==> config.mk <==
export PLATFORM = sky130hd
export DESIGN_NAME = ifu_fetch
export DESIGN_NICKNAME = d
export VERILOG_FILES = /design/src/rtl/cpu_pkg.sv /design/src/rtl/ifu_fetch_npc_calc.sv /design/src/rtl/ifu_fetch.sv
export SDC_FILE = /design/constraint.sdc
export NUM_CORES = 1
export LEC_CHECK = 0
export CAP_MARGIN = 20
export CORE_ASPECT_RATIO = 0.6
export CORE_MARGIN = 2
export CORE_UTILIZATION = 39
export DETAILED_ROUTE_END_ITERATION = 10
export PLACE_DENSITY = 0.78
export SETUP_SLACK_MARGIN = 0.05
export SLEW_MARGIN = 20
export SYNTH_ARGS = -nofsm -noshare
export SYNTH_HDL_FRONTEND = slang
export SYNTH_SLANG_ARGS = --single-unit
export TNS_END_PERCENT = 30
==> constraint.sdc <==
create_clock -name clk -period 3.7 [get_ports clk]
set_input_delay 0.74 -clock clk [delete_from_list [all_inputs] [get_ports clk]]
set_output_delay 0.74 -clock clk [all_outputs]
set_load 0.02 [all_outputs]
==> src/rtl/cpu_pkg.sv <==
// Shared CPU datapath types: next-PC select encoding, fetch FSM states and
// reset-vector constant, plus the jump-target concatenation helper.
package cpu_pkg;

  typedef enum logic [1:0] {
    NPC_SEQ    = 2'b00,
    NPC_BRANCH = 2'b01,
    NPC_JUMP   = 2'b10,
    NPC_JR     = 2'b11
  } npc_op_t;

  typedef enum logic [1:0] {
    S_RESET = 2'b00,
    S_REQ   = 2'b01,
    S_VALID = 2'b10,
    S_HALT  = 2'b11
  } ifu_state_t;

  localparam logic [31:0] DEFAULT_RESET_PC = 32'h0000_3000;

  // J-type target: keep the 256 MB region of the delay-slot address.
  function automatic logic [31:0] jump_target(input logic [31:0] pc_plus4,
                                              input logic [25:0] instr_idx);
    return {pc_plus4[31:28], instr_idx, 2'b00};
  endfunction

endpackage

==> src/rtl/ifu_fetch_npc_calc.sv <==
// Combinational next-PC selection for the fetch unit (module npc_calc).
// Branch offsets are word offsets, sign-extended upstream by the extend unit.
module npc_calc
  import cpu_pkg::*;
(
  input  logic [31:0] pc_plus4_i,
  input  logic [1:0]  npc_op_i,
  input  logic        branch_taken_i,
  input  logic [31:0] ext_out_i,
  input  logic [25:0] instr_idx_i,
  input  logic [31:0] jr_target_i,
  output logic [31:0] npc_o
);

  logic signed [31:0] br_off;
  logic [31:0]        br_target;

  assign br_off    = signed'(ext_out_i) <<< 2;
  assign br_target = pc_plus4_i + unsigned'(br_off);

  always_comb begin
    npc_o = pc_plus4_i;
    case (npc_op_t'(npc_op_i))
      NPC_SEQ:    npc_o = pc_plus4_i;
      NPC_BRANCH: npc_o = branch_taken_i ? br_target : pc_plus4_i;
      NPC_JUMP:   npc_o = jump_target(pc_plus4_i, instr_idx_i);
      NPC_JR:     npc_o = jr_target_i;
      default:    npc_o = pc_plus4_i;
    endcase
  end

endmodule

==> src/rtl/ifu_fetch.sv <==
// Instruction fetch unit: PC register, imem request/ack handshake, next-PC update.
// Optional misaligned-JR trap enabled by defining IFU_MISALIGN_TRAP_EN.
module ifu_fetch
  import cpu_pkg::*;
#(
  parameter logic [31:0] RESET_PC = DEFAULT_RESET_PC
) (
  input  logic        clk,
  input  logic        rst_n,
  output logic        imem_req,
  output logic [31:0] imem_addr,
  input  logic        imem_ack,
  input  logic [31:0] imem_rdata,
  output logic [31:0] instr,
  output logic [15:0] imm16,
  output logic        instr_valid,
  output logic [31:0] pc,
  output logic [31:0] pc_plus4,
  input  logic        stall,
  input  logic [1:0]  npc_op,
  input  logic        branch_taken,
  input  logic [31:0] ext_out,
  input  logic [31:0] jr_target,
  output logic        misalign_fault
);

  ifu_state_t  state_q, state_d;
  logic [31:0] pc_q, pc_d;
  logic [31:0] instr_q, instr_d;
  logic [31:0] pc_plus4_w;
  logic [31:0] npc_w;

  assign pc_plus4_w = pc_q + 32'd4;

  npc_calc u_npc_calc (
    .pc_plus4_i     (pc_plus4_w),
    .npc_op_i       (npc_op),
    .branch_taken_i (branch_taken),
    .ext_out_i      (ext_out),
    .instr_idx_i    (instr_q[25:0]),
    .jr_target_i    (jr_target),
    .npc_o          (npc_w)
  );

`ifdef IFU_MISALIGN_TRAP_EN
  logic fault_q, fault_d;

  always_comb begin
    state_d = state_q;
    pc_d    = pc_q;
    instr_d = instr_q;
    fault_d = fault_q;
    case (state_q)
      S_RESET: state_d = S_REQ;
      S_REQ: begin
        if (imem_ack) begin
          instr_d = imem_rdata;
          state_d = S_VALID;
        end
      end
      S_VALID: begin
        if (!stall) begin
          // Only JR can land here misaligned; the PC keeps the offending JR address.
          if (npc_w[1:0] != 2'b00) begin
            fault_d = 1'b1;
            state_d = S_HALT;
          end else begin
            pc_d    = npc_w;
            state_d = S_REQ;
          end
        end
      end
      S_HALT:  state_d = S_HALT;
      default: state_d = S_RESET;
    endcase
  end

  always_ff @(posedge clk or negedge rst_n) begin
    if (!rst_n) begin
      fault_q <= 1'b0;
    end else begin
      fault_q <= fault_d;
    end
  end

  assign misalign_fault = fault_q;
`else
  always_comb begin
    state_d = state_q;
    pc_d    = pc_q;
    instr_d = instr_q;
    case (state_q)
      S_RESET: state_d = S_REQ;
      S_REQ: begin
        if (imem_ack) begin
          instr_d = imem_rdata;
          state_d = S_VALID;
        end
      end
      S_VALID: begin
        if (!stall) begin
          pc_d    = npc_w & ~32'd3;
          state_d = S_REQ;
        end
      end
      default: state_d = S_RESET;
    endcase
  end

  assign misalign_fault = 1'b0;
`endif

  always_ff @(posedge clk or negedge rst_n) begin
    if (!rst_n) begin
      state_q <= S_RESET;
      pc_q    <= RESET_PC;
      instr_q <= 32'd0;
    end else begin
      state_q <= state_d;
      pc_q    <= pc_d;
      instr_q <= instr_d;
    end
  end

  assign imem_req    = (state_q == S_REQ);
  assign instr_valid = (state_q == S_VALID);
  assign imem_addr   = pc_q;
  assign pc          = pc_q;
  assign pc_plus4    = pc_plus4_w;
  assign instr       = instr_q;
  assign imm16       = instr_q[15:0];

endmodule

# Word level (Yosys, flattened, before mapping)

Cells that the tools add are included.

Bits in registers: 64
RAM bits: 0
Output and inout port bits: 147
Input bits: 103
Latch bits: 0
Memories kept: 0
Bits in read-only memories: 0

Reduce and logical (&&, ||, !) cells: 5
Shift-type cells: 0
Div/mod/pow operators: 0
Mux-type cells: 5
Order comparisons: 0
Add/sub/neg operators: 2
Bitwise gates (word level): 1
Equality and inequality tests: 7
Multipliers: 0

Operator list:

| operator                                              | number |
|---|---|
| case mux 32 bit (4 select lines)                      | 1 |
| adder 32 x 3 -> 32 bit, second input constant         | 1 |
| adder 32 bit                                          | 1 |
| two-way mux 32 bit                                    | 1 |
| == test 2 bit, second input constant                  | 3 |
| case mux 2 bit (3 select lines)                       | 1 |
| AND reduction 2 bit                                   | 3 |
| == test 2 x 1 -> 1 bit, second input constant         | 2 |
| logical NOT 2 bit                                     | 2 |
| two-way mux 2 bit                                     | 2 |
| inequality test 2 x 1 -> 1 bit, second input constant | 1 |
| inequality test 2 bit, second input constant          | 1 |
| inverter 1 bit                                        | 1 |

# Longest topological paths before layout

Gate-level depths: netlist (run 1).

Depth after elaboration: 4
Mapped depth: 15

# Modules after synthesis

From an unflattened synthesis (run 1), not the netlist that was laid out.

Cells, all modules: 637
Area, all modules: 5963.2 um^2

Modules (own cells, without submodules):

| module    | cells each | seq. area each (um^2) | times used | area each (um^2) |
|---|---|---|---|---|
| ifu_fetch | 276        | 1604.0                | 1          | 3340.7 |
| npc_calc  | 361        | 0.0                   | 1          | 2622.5 |

# Worst setup path before layout (run 1)

Ideal clock, no wire load.

Kind: flip-flop to flip-flop
Start point: register pc_q[7] (netlist: imem_addr[7])
End point: register pc_q[30] (netlist: imem_addr[30])
Stages on the path, launching flop included: 15
Path buffers: 1
Setup time: 0.136 ns
Data arrival time: 3.922 ns
Slack: -0.357 ns
Cell sequence: dfrtp_1 and4_4 or4b_4 or2_1 buf_6 nor2_1 xor2_1 ha_1 a21oi_1 o21ai_0 a21oi_1 o41ai_1 a311o_1 a2111oi_0 nor3_1

Longest elaborated chain between the ends: 4

RTL lines:

| item                             | line                     | RTL |
|---|---|---|
| start, declared                  | ifu_fetch.sv:28          | `logic [31:0] pc_q, pc_d;` |
| start signal, assigned           | ifu_fetch.sv:120         | `pc_q <= pc_d;` |
| adder 32 x 3 -> 32 bit           | ifu_fetch.sv:33          | `assign pc_plus4_w = pc_q + 32'd4;` |
| net pc_plus4[17]                 | ifu_fetch.sv:18          | `output logic [31:0] pc_plus4,` |
| adder 32 bit                     | ifu_fetch_npc_calc.sv:19 | `assign br_target = pc_plus4_i + unsigned'(br_off);` |
| two-way mux 32 bit               | ifu_fetch_npc_calc.sv:25 | `NPC_BRANCH: npc_o = branch_taken_i ? br_target : pc_plus4_i;` |
| case mux 32 bit (4 select lines) | ifu_fetch_npc_calc.sv:23 | `case (npc_op_t'(npc_op_i))` |

The timed path passes the listed nets, and every way through them passes these cells.
A chain may end at the register's enable or synchronous reset.

# Worst setup path after layout (run 1)

Start point: register pc_q[8] (netlist: imem_addr[8])
End point: register pc_q[27] (netlist: imem_addr[27])

Longest elaborated chain between the ends: 4

RTL lines:

| item                                 | line |
|---|---|
| adder 32 x 3 -> 32 bit (*)           | ifu_fetch.sv:33 |
| adder 32 bit                         | ifu_fetch_npc_calc.sv:19 |
| two-way mux 32 bit                   | ifu_fetch_npc_calc.sv:25 |
| case mux 32 bit (4 select lines) (*) | ifu_fetch_npc_calc.sv:23 |

Every way passes the cells marked *; elsewhere a longest branch is shown, timed or not.

==> results of run 1 <==
==> cell families (layout without fill, tap and decap cells) <==
logic type                 Yosys count  after routing  synth area share
DFF                                 64             64             0.277
AOI/OAI and AO/OA                  173            173             0.195
and+or+nand+nor                    198            198             0.170
muxes                               56             56             0.105
xor gates and xnor gates            48             48            0.0753
other                                1              7          0.000648
adders and majority gates           35             35            0.0770
buffers and inverters               99            364            0.0999
==> area by class of cell <==
cell class / instances / share of cell area
Clock inverter: 6 / 0.00648
Inverter: 19 / 0.00770
Multi-Input combinational cell: 517 / 0.431
Timing Repair Buffer: 329 / 0.330
Tap cell: 198 / 0.0267
Sequential cell: 64 / 0.174
Clock buffer: 10 / 0.0247
==> layer usage <==
metal | GRT usage | wire, µm | vias to the layer above
li1 | - | - | 2913
met1 | 0.398 | 10200 | 2950
met2 | 0.389 | 9160 | 373
met3 | 0.0841 | 2500 | 27
met4 | 0.0522 | 284 | 0
met5 | 0 | 0 | -
==> flip-flops by register name, summed over array words and instances, names as in the netlist <==
signal     count
instr         32
state_q        2
imem_addr     30
==> where the power goes <==
group	total (W)	switching, W	internal [W]
Combinational	0.00615	0.00322	0.00293
Sequential	0.00148	0.000425	0.00105
Clock	0.000833	0.000315	0.000518
==> cells in the final DEF, fill, tap and decap left out, types with 4 or more instances in the layout <==
| cell type | count |
|---|---|
| a31oi_1 | 6 |
| clkbuf_16 | 9 |
| ha_4 | 6 |
| nor2b_1 | 9 |
| clkdlybuf4s50_1 | 227 |
| xor2_2 | 10 |
| xnor2_2 | 5 |
| mux2i_1 | 18 |
| and3_1 | 9 |
| dfrtp_2 | 4 |
| o211ai_1 | 8 |
| dlygate4sd2_1 | 5 |
| nor2_2 | 6 |
| inv_1 | 18 |
| a211oi_1 | 11 |
| xor2_1 | 14 |
| o21bai_1 | 4 |
| o221ai_1 | 5 |
| a21oi_2 | 7 |
| and2_1 | 5 |
| nor2_1 | 41 |
| a21oi_1 | 41 |
| xnor2_1 | 17 |
| buf_4 | 92 |
| nand4_1 | 9 |
| nand3_1 | 22 |
| nand2_1 | 64 |
| dfrtp_1 | 58 |
| a21o_1 | 11 |
| o21ai_0 | 38 |
| ha_1 | 27 |
| conb_1 | 7 |
| nand2b_1 | 4 |
| mux2_2 | 38 |
==> stage by stage <==
stage	total power, W	hold WS, ns
after global routing	0.00892	0.444
final	0.00847	0.401
after global placement	0.00726	0.487
after floorplan	0.00479	0.444
after CTS	0.00821	0.512
after detailed placement	0.00733	0.499
==> how the worst max path moves through the flow <==
stage	to	from	depth (start not counted)
global placement	imem_addr[26]	ext_out[0]	13
floorplan	imem_addr[30]	imem_addr[7]	14
finish	imem_addr[27]	imem_addr[8]	14
detailed placement	imem_addr[26]	ext_out[0]	13
CTS	pc_plus4[25]	imem_addr[8]	9
global route	imem_addr[27]	imem_addr[8]	13
==> repair_timing <==
action	in CTS	in global routing
buffers inserted	0	5
pin swaps	1	9
gates resized for setup	12	35
endpoints found under the hold margin	0	0
endpoints found under the setup margin	15	18
==> impl_results.md, run 1 <==
* Max-Slew Margin vs Limit at 0.525
* Unrepaired setup endpoints after global routing: true
* Main area contributors after synthesis: dfrtp_1 (27%), mux2_2 (7.4%), ha_1 (7.4%)
* First DRT Iteration DRCs at 531
* Crit path max fanout at 3
* Full die area at approximately 16,000 µm²
* Final setup violation count at 0
* Crit path launch type: register
* Crit. End Element: register
* Post-synth top area cell: dfrtp_1
* Util after Layout at 0.639
* Share of the synthesized area in the top cell type at 0.268
* Yosys warning total at 0
* DRC at 0
* Number of distinct library cells after synthesis at between 70 and 80
* Largest net degree at the start of global routing at 46
* Post-DRT Antenna Nets at 0
* Cell Count, Final, Fillers Out at 1,143
* Worst Path Arrival at 3.89 ns
* Pins Over Slew Limit at 0
* Slew @ Worst Pin at about 0.7 ns
* Post-synth EDFFs at 0
* Worst vdd ir at 553 µV
* R2R Setup Slk at 0.03 ns
* Multi-input logic area at 3990 µm²
* Skew final at 0.00822 ns
* Fin crit period at 3.67 ns
* Final Cycle Share at 0.993
* Share of cells above drive strength 1 at 0.230
* Placed cell area at 8750 µm²
* Final RePlAce weighted congestion at 1.00
* Status: completed
* Post-Synthesis Cells at around 670
* Vias at around 6,300
* CTS tree: yes
* Row Count at 34
* Global route total overflow at 0
* IO Pins at 250
* Hpwl dp at 17,200 µm
* Ys async rst share at 1.00
* PD cells at 914 nW/µm²
* Area delta synth->final at 60.1%
* Post-Place Worst Slack at -0.311 ns
* Fillers at 1,188
* WL final at about 22,000 µm
* Aggregate global-route resource usage at 0.270
* CTS root buf: clkbuf_16
* CP delay by family, top: simple AND/OR/NAND/NOR gates
* Synth Flop Type: dfrtp_1
* Storage cell area at 1610 µm²
* DR WL/cell at 19.3 µm
* Max-capacitance violation count at 0
* CTS Buffer Depth at 2
* Syn Area/Cell at roughly 8.6 µm²
* Initial antenna violation count at 0
* CP max stage delay at roughly 0.46 ns
* # port buffers at roughly 240
* First-pass DRT Iterations at 5
* First-pass GRT wire length at 33,200 µm
* Die width at 161 µm
* Die Ht at about 98 µm
* Post-route cell area at 9260 µm²
* Fmax at 272 MHz
* Final TNS setup at 0 ns
* Worst path cell trace: and4_4, or4b_4, buf_4, or3_1, and2_1, or2_4, ha_4, a21o_1, a21oi_2, o21ai_0, a31oi_1, xor2_1, nand2_1, a32o_1
* Ant. Diodes at 0
* R2R Path Start: imem_addr[8]
* Starting Density at 0.399
* CTS HTree Levels at 3
* Via/cell ratio at 5.48
* Cts hold-fix bufs at 0
* Worst path slowest cell: or4b_4
* Syn Std Cell Area at 5790 µm²
* PnR worst setup slack at 0.0261 ns
* FF+latch count, synth at 64
* Clock Pin Slew Worst Setup and Hold Paths at 0.06 ns
* Worst min-delay path class: in2async
* Count leader, synth: nand2_1
* Final-stage net count at between 1,000 and 1,500
* Leak at 3.97 nW
* Clk Latency, worst-skew pair at 0.33 ns
* R2R cell count at 14
* Post-synthesis sequential area ratio at 0.277
* Critical path class: reg2reg
* Placed Cells at approximately 1,100
* Sink Count at 64
* Top post-synthesis cells by count: nand2_1 (64), dfrtp_1 (62), buf_4 (53)
* Required time worst endpoint at 3.92 ns
* Cts bufs inserted at 9
* FF-to-FF End: imem_addr[27]
* Core area at 14,500 µm²
* Final hold viol count at 0
* CP bufs+invs at 1
* Number of global-route vias before repair at 5,927
Note: power is estimated with default switching activity, not from simulation.
==> inputs of run 2 (changes only) <==
--- a/config.mk
+++ b/config.mk
@@ -6,7 +6,7 @@
 export NUM_CORES = 1
 export LEC_CHECK = 0
 export CAP_MARGIN = 20
-export CORE_ASPECT_RATIO = 0.6
+export CORE_ASPECT_RATIO = 0.5
 export CORE_MARGIN = 2
 export CORE_UTILIZATION = 39
 export DETAILED_ROUTE_END_ITERATION = 10
==> impl_results.md, run 2 (same netlist as run 1, synthesis figures left out) <==
* Status: completed
* R2R cell count at 15 (+1)
* Most common cell on crit path: a21oi_1
* Hpwl dp at 16,800 µm (-2.4%)
* Leak at 3.94 nW (-0.74%)
* Ant. Diodes at 0 (unchanged)
* Post-DRT Antenna Nets at 0 (unchanged)
* Cts hold-fix bufs at 0 (unchanged)
* Starting Density at 0.400 (+0.00107)
* Die Ht at 90.1 µm (-8.4%)
* Via/cell ratio at 5.54 (+1.1%)
* Row Count at 31 (-8.8%)
* Fmax at 273 MHz (+0.27%)
* Max reg flops at 32 (unchanged)
* Cts bufs inserted at 9 (unchanged)
* Max-Slew Margin vs Limit at 0.462 (-0.0630)
* Worst Path Arrival at 3.88 ns (about the same)
* CTS HTree Levels at 3 (unchanged)
* CTS root buf: clkbuf_16
* DR WL/cell at 19.0 µm (-1.8%)
* Aggregate global-route resource usage at 0.264 (-0.00633)
* Core area at 14,500 µm² (-0.27%)
* Crit. End Element: register
* Final RePlAce weighted congestion at 0.994 (-0.80%)
* CP Depth at 15 (+1)
* # port buffers at 238 (unchanged)
* Max-capacitance violation count at 0 (unchanged)
* Share of cells above drive strength 1 at 0.213 (-0.0167)
* Worst path slowest cell: or4b_4
* WL final at 21,400 µm (-3.0%)
* Full die area at 15,900 µm² (+0.17%)
* Pins Over Slew Limit at 0 (unchanged)
* Commonest non-fill, non-tap cell in the layout: clkdlybuf4s50_1
* Initial antenna violation count at 0 (unchanged)
* Area delta synth->final at 58.1%
* Final setup violation count at 0 (unchanged)
* IO Pins at 250 (unchanged)
* CTS tree: yes
* Sink Count at 64 (unchanged)
* Fin crit period at 3.66 ns (-0.00986 ns)
* Worst path cell trace: nand3_2, or4b_4, or2_4, nor3_4, xor2_2, buf_4, ha_1, nand3_1, o221ai_1, a21oi_1, o21bai_1, nor2_1, xor2_1, a21oi_1, a221o_1
* CP max stage delay at 0.54 ns (+0.08 ns)
* Number of global-route vias before repair at 6,108 (+3.1%)
* Fillers at 1,180 (-0.67%)
* Final Cycle Share at 0.990 (-0.00267)
* Largest net degree at the start of global routing at 34 (-26%)
* Skew final at 0.00628 ns (-0.00194 ns)
* Required time worst endpoint at 3.91 ns (about the same)
* Die width at 176 µm (+9.3%)
* Hold slack at 0.324 ns (-0.0772 ns)
* Unrepaired setup endpoints after global routing: true
* Vias at 6,249 (-0.22%)
* CP delay by family, top: simple AND/OR/NAND/NOR gates
* Most frequent cells in the layout: clkdlybuf4s50_1 (228), buf_4 (76), nand2_1 (63)
* Critical path class: reg2reg
* Clock Pin Slew Worst Setup and Hold Paths at 0.06 ns (about the same)
* Worst vdd ir at 445 µV (-20%)
* Tot Pwr at 0.00825 W (-2.6%)
* Final-stage net count at 1,063 (-1.4%)
* First-pass DRT Iterations at 6 (+1)
* Clk Latency, worst-skew pair at 0.34 ns (about the same)
* Worst min-delay path class: in2async
* Crit path max fanout at 5 (+2)
* CP bufs+invs at 1 (unchanged)
* First DRT Iteration DRCs at 471 (-11%)
* Global route total overflow at 0 (unchanged)
* PD cells at 901 nW/µm² (-1.4%)
* DRC at 0 (unchanged)
* Crit path launch type: register
* First-pass GRT wire length at 32,900 µm (-0.91%)
* CTS Buffer Depth at 2 (unchanged)
* Final hold viol count at 0 (unchanged)
* Slew @ Worst Pin at 0.803 ns (+0.0941 ns)
* R2R Setup Slk at 0.04 ns (about the same)
run 2: cell type report:
class | count | area [µm²] | area share
timing repair buffer | 314 | 2960 | 0.323
sequential | 64 | 1610 | 0.176
clock inverter | 4 | 45.0 | 0.00492
tap | 198 | 248 | 0.0271
clock buffer | 12 | 236 | 0.0259
inverter | 19 | 71.3 | 0.00780
multi-input combinational | 517 | 3980 | 0.435
run 2: repair_timing:
item,CTS,global route
pin swaps,1,17
setup endpoints to repair,17,21
setup buffers,2,5
gates resized for setup,6,47
run 2: final timing paths:
path | from | end
max in group asynchronous | rst_n | instr[5]
worst max register to register | imem_addr[3] | imem_addr[23]
worst max-delay path | imem_addr[3] | imem_addr[23]
worst min register to register | instr[27] | instr[27]
worst min-delay path | rst_n | instr[21]
min in group clk | instr[27] | instr[27]
run 2: through the flow:
stage                     TNS (ns)  setup WS, ns  utilization  cell area, µm²  cells
after floorplan                  0       0.00825            -            5990    680
after global placement      -0.211        -0.108        0.596            8620   1105
final                            0        0.0360        0.632            9150   1128
after detailed placement    -0.327        -0.143        0.596            8620   1105
after CTS                        0       0.00551        0.617            8930   1123
after global routing        -0.254        -0.117        0.632            9150   1128
run 2: report_power, final:
group / internal, W / switching [W] / total, W / leakage (nW)
logic: 0.00286 / 0.00314 / 0.00600 / 3.05
clock network: 0.000518 / 0.000312 / 0.000831 / 0.140
registers: 0.00105 / 0.000357 / 0.00141 / 0.756
run 2: layer usage:
metal	part of all wire	GRT usage	vias to the layer above
met4	0.026	0.0799	0
met3	0.075	0.0495	54
met2	0.48	0.436	326
li1	-	-	2882
met5	0	0	-
met1	0.42	0.351	2987
run 2: worst reg2reg max path, delay by kind of cell, from the launching register on:
| family | cells | cell delay, ns |
|---|---|---|
| AO/OA/AOI/OAI | 5 | 0.95 |
| AND/OR/NAND/NOR | 6 | 1.36 |
| flip-flops | 1 | 0.41 |
| adder cells (fa/ha/maj) | 1 | 0.33 |
| buffers and inverters | 1 | 0.16 |
| XOR/XNOR | 2 | 0.34 |
==> inputs of run 3 (changes only) <==
--- a/config.mk
+++ b/config.mk
@@ -10,8 +10,10 @@
 export CORE_MARGIN = 2
 export CORE_UTILIZATION = 39
 export DETAILED_ROUTE_END_ITERATION = 10
+export MAX_ROUTING_LAYER = met4
 export PLACE_DENSITY = 0.78
 export SETUP_SLACK_MARGIN = 0.05
+export SKIP_CTS_REPAIR_TIMING = 1
 export SLEW_MARGIN = 20
 export SYNTH_ARGS = -nofsm -noshare
 export SYNTH_HDL_FRONTEND = slang
==> impl_results.md, run 3 (same netlist as run 1, synthesis figures left out) <==
* Core area at 14,500 µm² (unchanged)
* DRC at 0 (unchanged)
* Cts bufs inserted at 9 (unchanged)
* Area delta synth->final at 59.3%
* DR WL/cell at 18.9 µm (-0.33%)
* Clock Pin Slew Worst Setup and Hold Paths at 0.06 ns (about the same)
* Largest net degree at the start of global routing at 32 (-5.9%)
* Number of global-route vias before repair at 5,993 (-1.9%)
* CTS root buf: clkbuf_16
* Crit path launch type: register
* Final-stage net count at 1,069 (+0.56%)
* Tot Pwr at 0.00835 W (+1.2%)
* CTS Buffer Depth at 2 (unchanged)
* Global route total overflow at 0 (unchanged)
* Fmax at 270 MHz (-1.1%)
* Final hold viol count at 0 (unchanged)
* Commonest non-fill, non-tap cell in the layout: clkdlybuf4s50_1
* First-pass GRT wire length at 32,700 µm (-0.59%)
* Failing checks: setup timing
* Final setup violation count at 1 (+1)
* Full die area at 15,900 µm² (unchanged)
* CTS HTree Levels at 3 (unchanged)
* Fin crit period at 3.70 ns (+0.0409 ns)
* Skew final at 0.00837 ns (+0.00210 ns)
* Ant. Diodes at 0 (unchanged)
* IO Pins at 250 (unchanged)
* Slew @ Worst Pin at 0.839 ns (+0.0357 ns)
* WL final at 21,500 µm (+0.20%)
* Clk Latency, worst-skew pair at 0.34 ns (about the same)
* First DRT Iteration DRCs at 484 (+2.8%)
* Hpwl dp at 17,200 µm (+2.0%)
* Die width at 176 µm (unchanged)
* Most common cell on crit path: nand2_1
* Max reg flops at 32 (unchanged)
* Crit. End Element: register
* Worst min-delay path class: in2async
* # port buffers at 238 (unchanged)
* Die Ht at 90.1 µm (unchanged)
* Row Count at 31 (unchanged)
* Crit path max fanout at 5 (unchanged)
* CP max stage delay at 0.51 ns (-0.03 ns)
* Post-DRT Antenna Nets at 0 (unchanged)
* Cell Count, Final, Fillers Out at 1,134 (+0.53%)
* Max-capacitance violation count at 0 (unchanged)
* Final RePlAce weighted congestion at 0.929 (-6.6%)
* Most frequent cells in the layout: clkdlybuf4s50_1 (225), buf_4 (82), nand2_1 (63)
* Leak at 4.04 nW (+2.4%)
* PD cells at 905 nW/µm² (+0.44%)
* Final Cycle Share at 1.00 (+0.0110)
* Max-Slew Margin vs Limit at 0.439 (-0.0239)
* Critical path class: reg2reg
* Worst path cell trace: and4_4, or4b_4, or2_4, xnor2_2, ha_1, nand2_1, nor3_1, a32o_2, o21a_1, a31oi_1, xor2_1, nand2_1, a32o_1
* Share of cells above drive strength 1 at 0.210 (-0.00243)
* R2R Setup Slk at -0.005 ns (-0.04 ns)
* Starting Density at 0.400 (unchanged)
* Worst Path Arrival at 3.93 ns (+0.05 ns)
* Worst path slowest cell: or4b_4
* CTS tree: yes
* Sink Count at 64 (unchanged)
* Initial antenna violation count at 0 (unchanged)
* Unrepaired setup endpoints after global routing: true
* Placed Cells at 1,116 (+1.0%)
* Pins Over Slew Limit at 0 (unchanged)
* Aggregate global-route resource usage at 0.271 (+0.00737)
* Status: finished, violations left
* Required time worst endpoint at 3.92 ns (about the same)
* PnR worst setup slack at -0.00489 ns (-0.0409 ns)
* First-pass DRT Iterations at 5 (-1)
* Worst vdd ir at 424 µV (-4.7%)
* Vias at 6,235 (-0.22%)
* Via/cell ratio at 5.50 (-0.75%)
run 3: worst max-delay path: cells and delay by family (launching register included):
kind                       cells  cell delay (ns)
and+or+nand+nor                6             1.42
adders and majority gates      1             0.30
AOI/OAI and AO/OA              4             1.09
xor gates and xnor gates       2             0.40
DFF                            1             0.36
run 3: report_power, final:
part | total (W) | switching [W] | leakage (nW) | internal (W)
Clock | 0.000984 | 0.000339 | 0.161 | 0.000646
Sequential | 0.00139 | 0.000338 | 0.756 | 0.00105
Combinational | 0.00597 | 0.00312 | 3.12 | 0.00285
run 3: area by class of cell:
cell class              instances  area (µm²)
clock inverters                 4        75.1
multi-input cells             517        3930
clock buffers                  12         267
well taps                     198         248
repair buffers                320        3020
inverters                      19        71.3
fillers                      1191        5250
flip-flops and latches         64        1610
run 3: worst paths after layout:
| path | from | end | cells past startpoint |
|---|---|---|---|
| worst max-delay path | imem_addr[8] | imem_addr[27] | 13 |
| worst min-delay path | rst_n | imem_addr[7] | 1 |
| max in group asynchronous | rst_n | instr[11] | 2 |
| worst max register to register | imem_addr[8] | imem_addr[27] | 13 |
| worst min register to register | instr[29] | instr[29] | 1 |
| min in group clk | instr[29] | instr[29] | 1 |
run 3: stage by stage:
| step | area, µm² | hold slack [ns] | utilization | setup slack [ns] | TNS [ns] |
|---|---|---|---|---|---|
| 2_1_floorplan | 5990 | 0.444 | - | 0.00825 | 0 |
| 3_3_place_gp | 8700 | 0.489 | 0.601 | -0.174 | -0.397 |
| 3_5_place_dp | 8700 | 0.496 | 0.601 | -0.188 | -0.522 |
| 4_1_cts | 9040 | 0.352 | 0.625 | -0.196 | -1.16 |
| 5_1_grt | 9220 | 0.361 | 0.637 | -0.231 | -0.939 |
| 6_report | 9220 | 0.346 | 0.637 | -0.00489 | -0.00489 |
run 3: per-layer routing:
metal  track usage  share of wire  up-vias
met5             -              0        -
met4        0.0627          0.016        0
met3        0.0406          0.069       32
met2         0.429           0.47      290
met1         0.367           0.44     3018
li1              -              -     2895
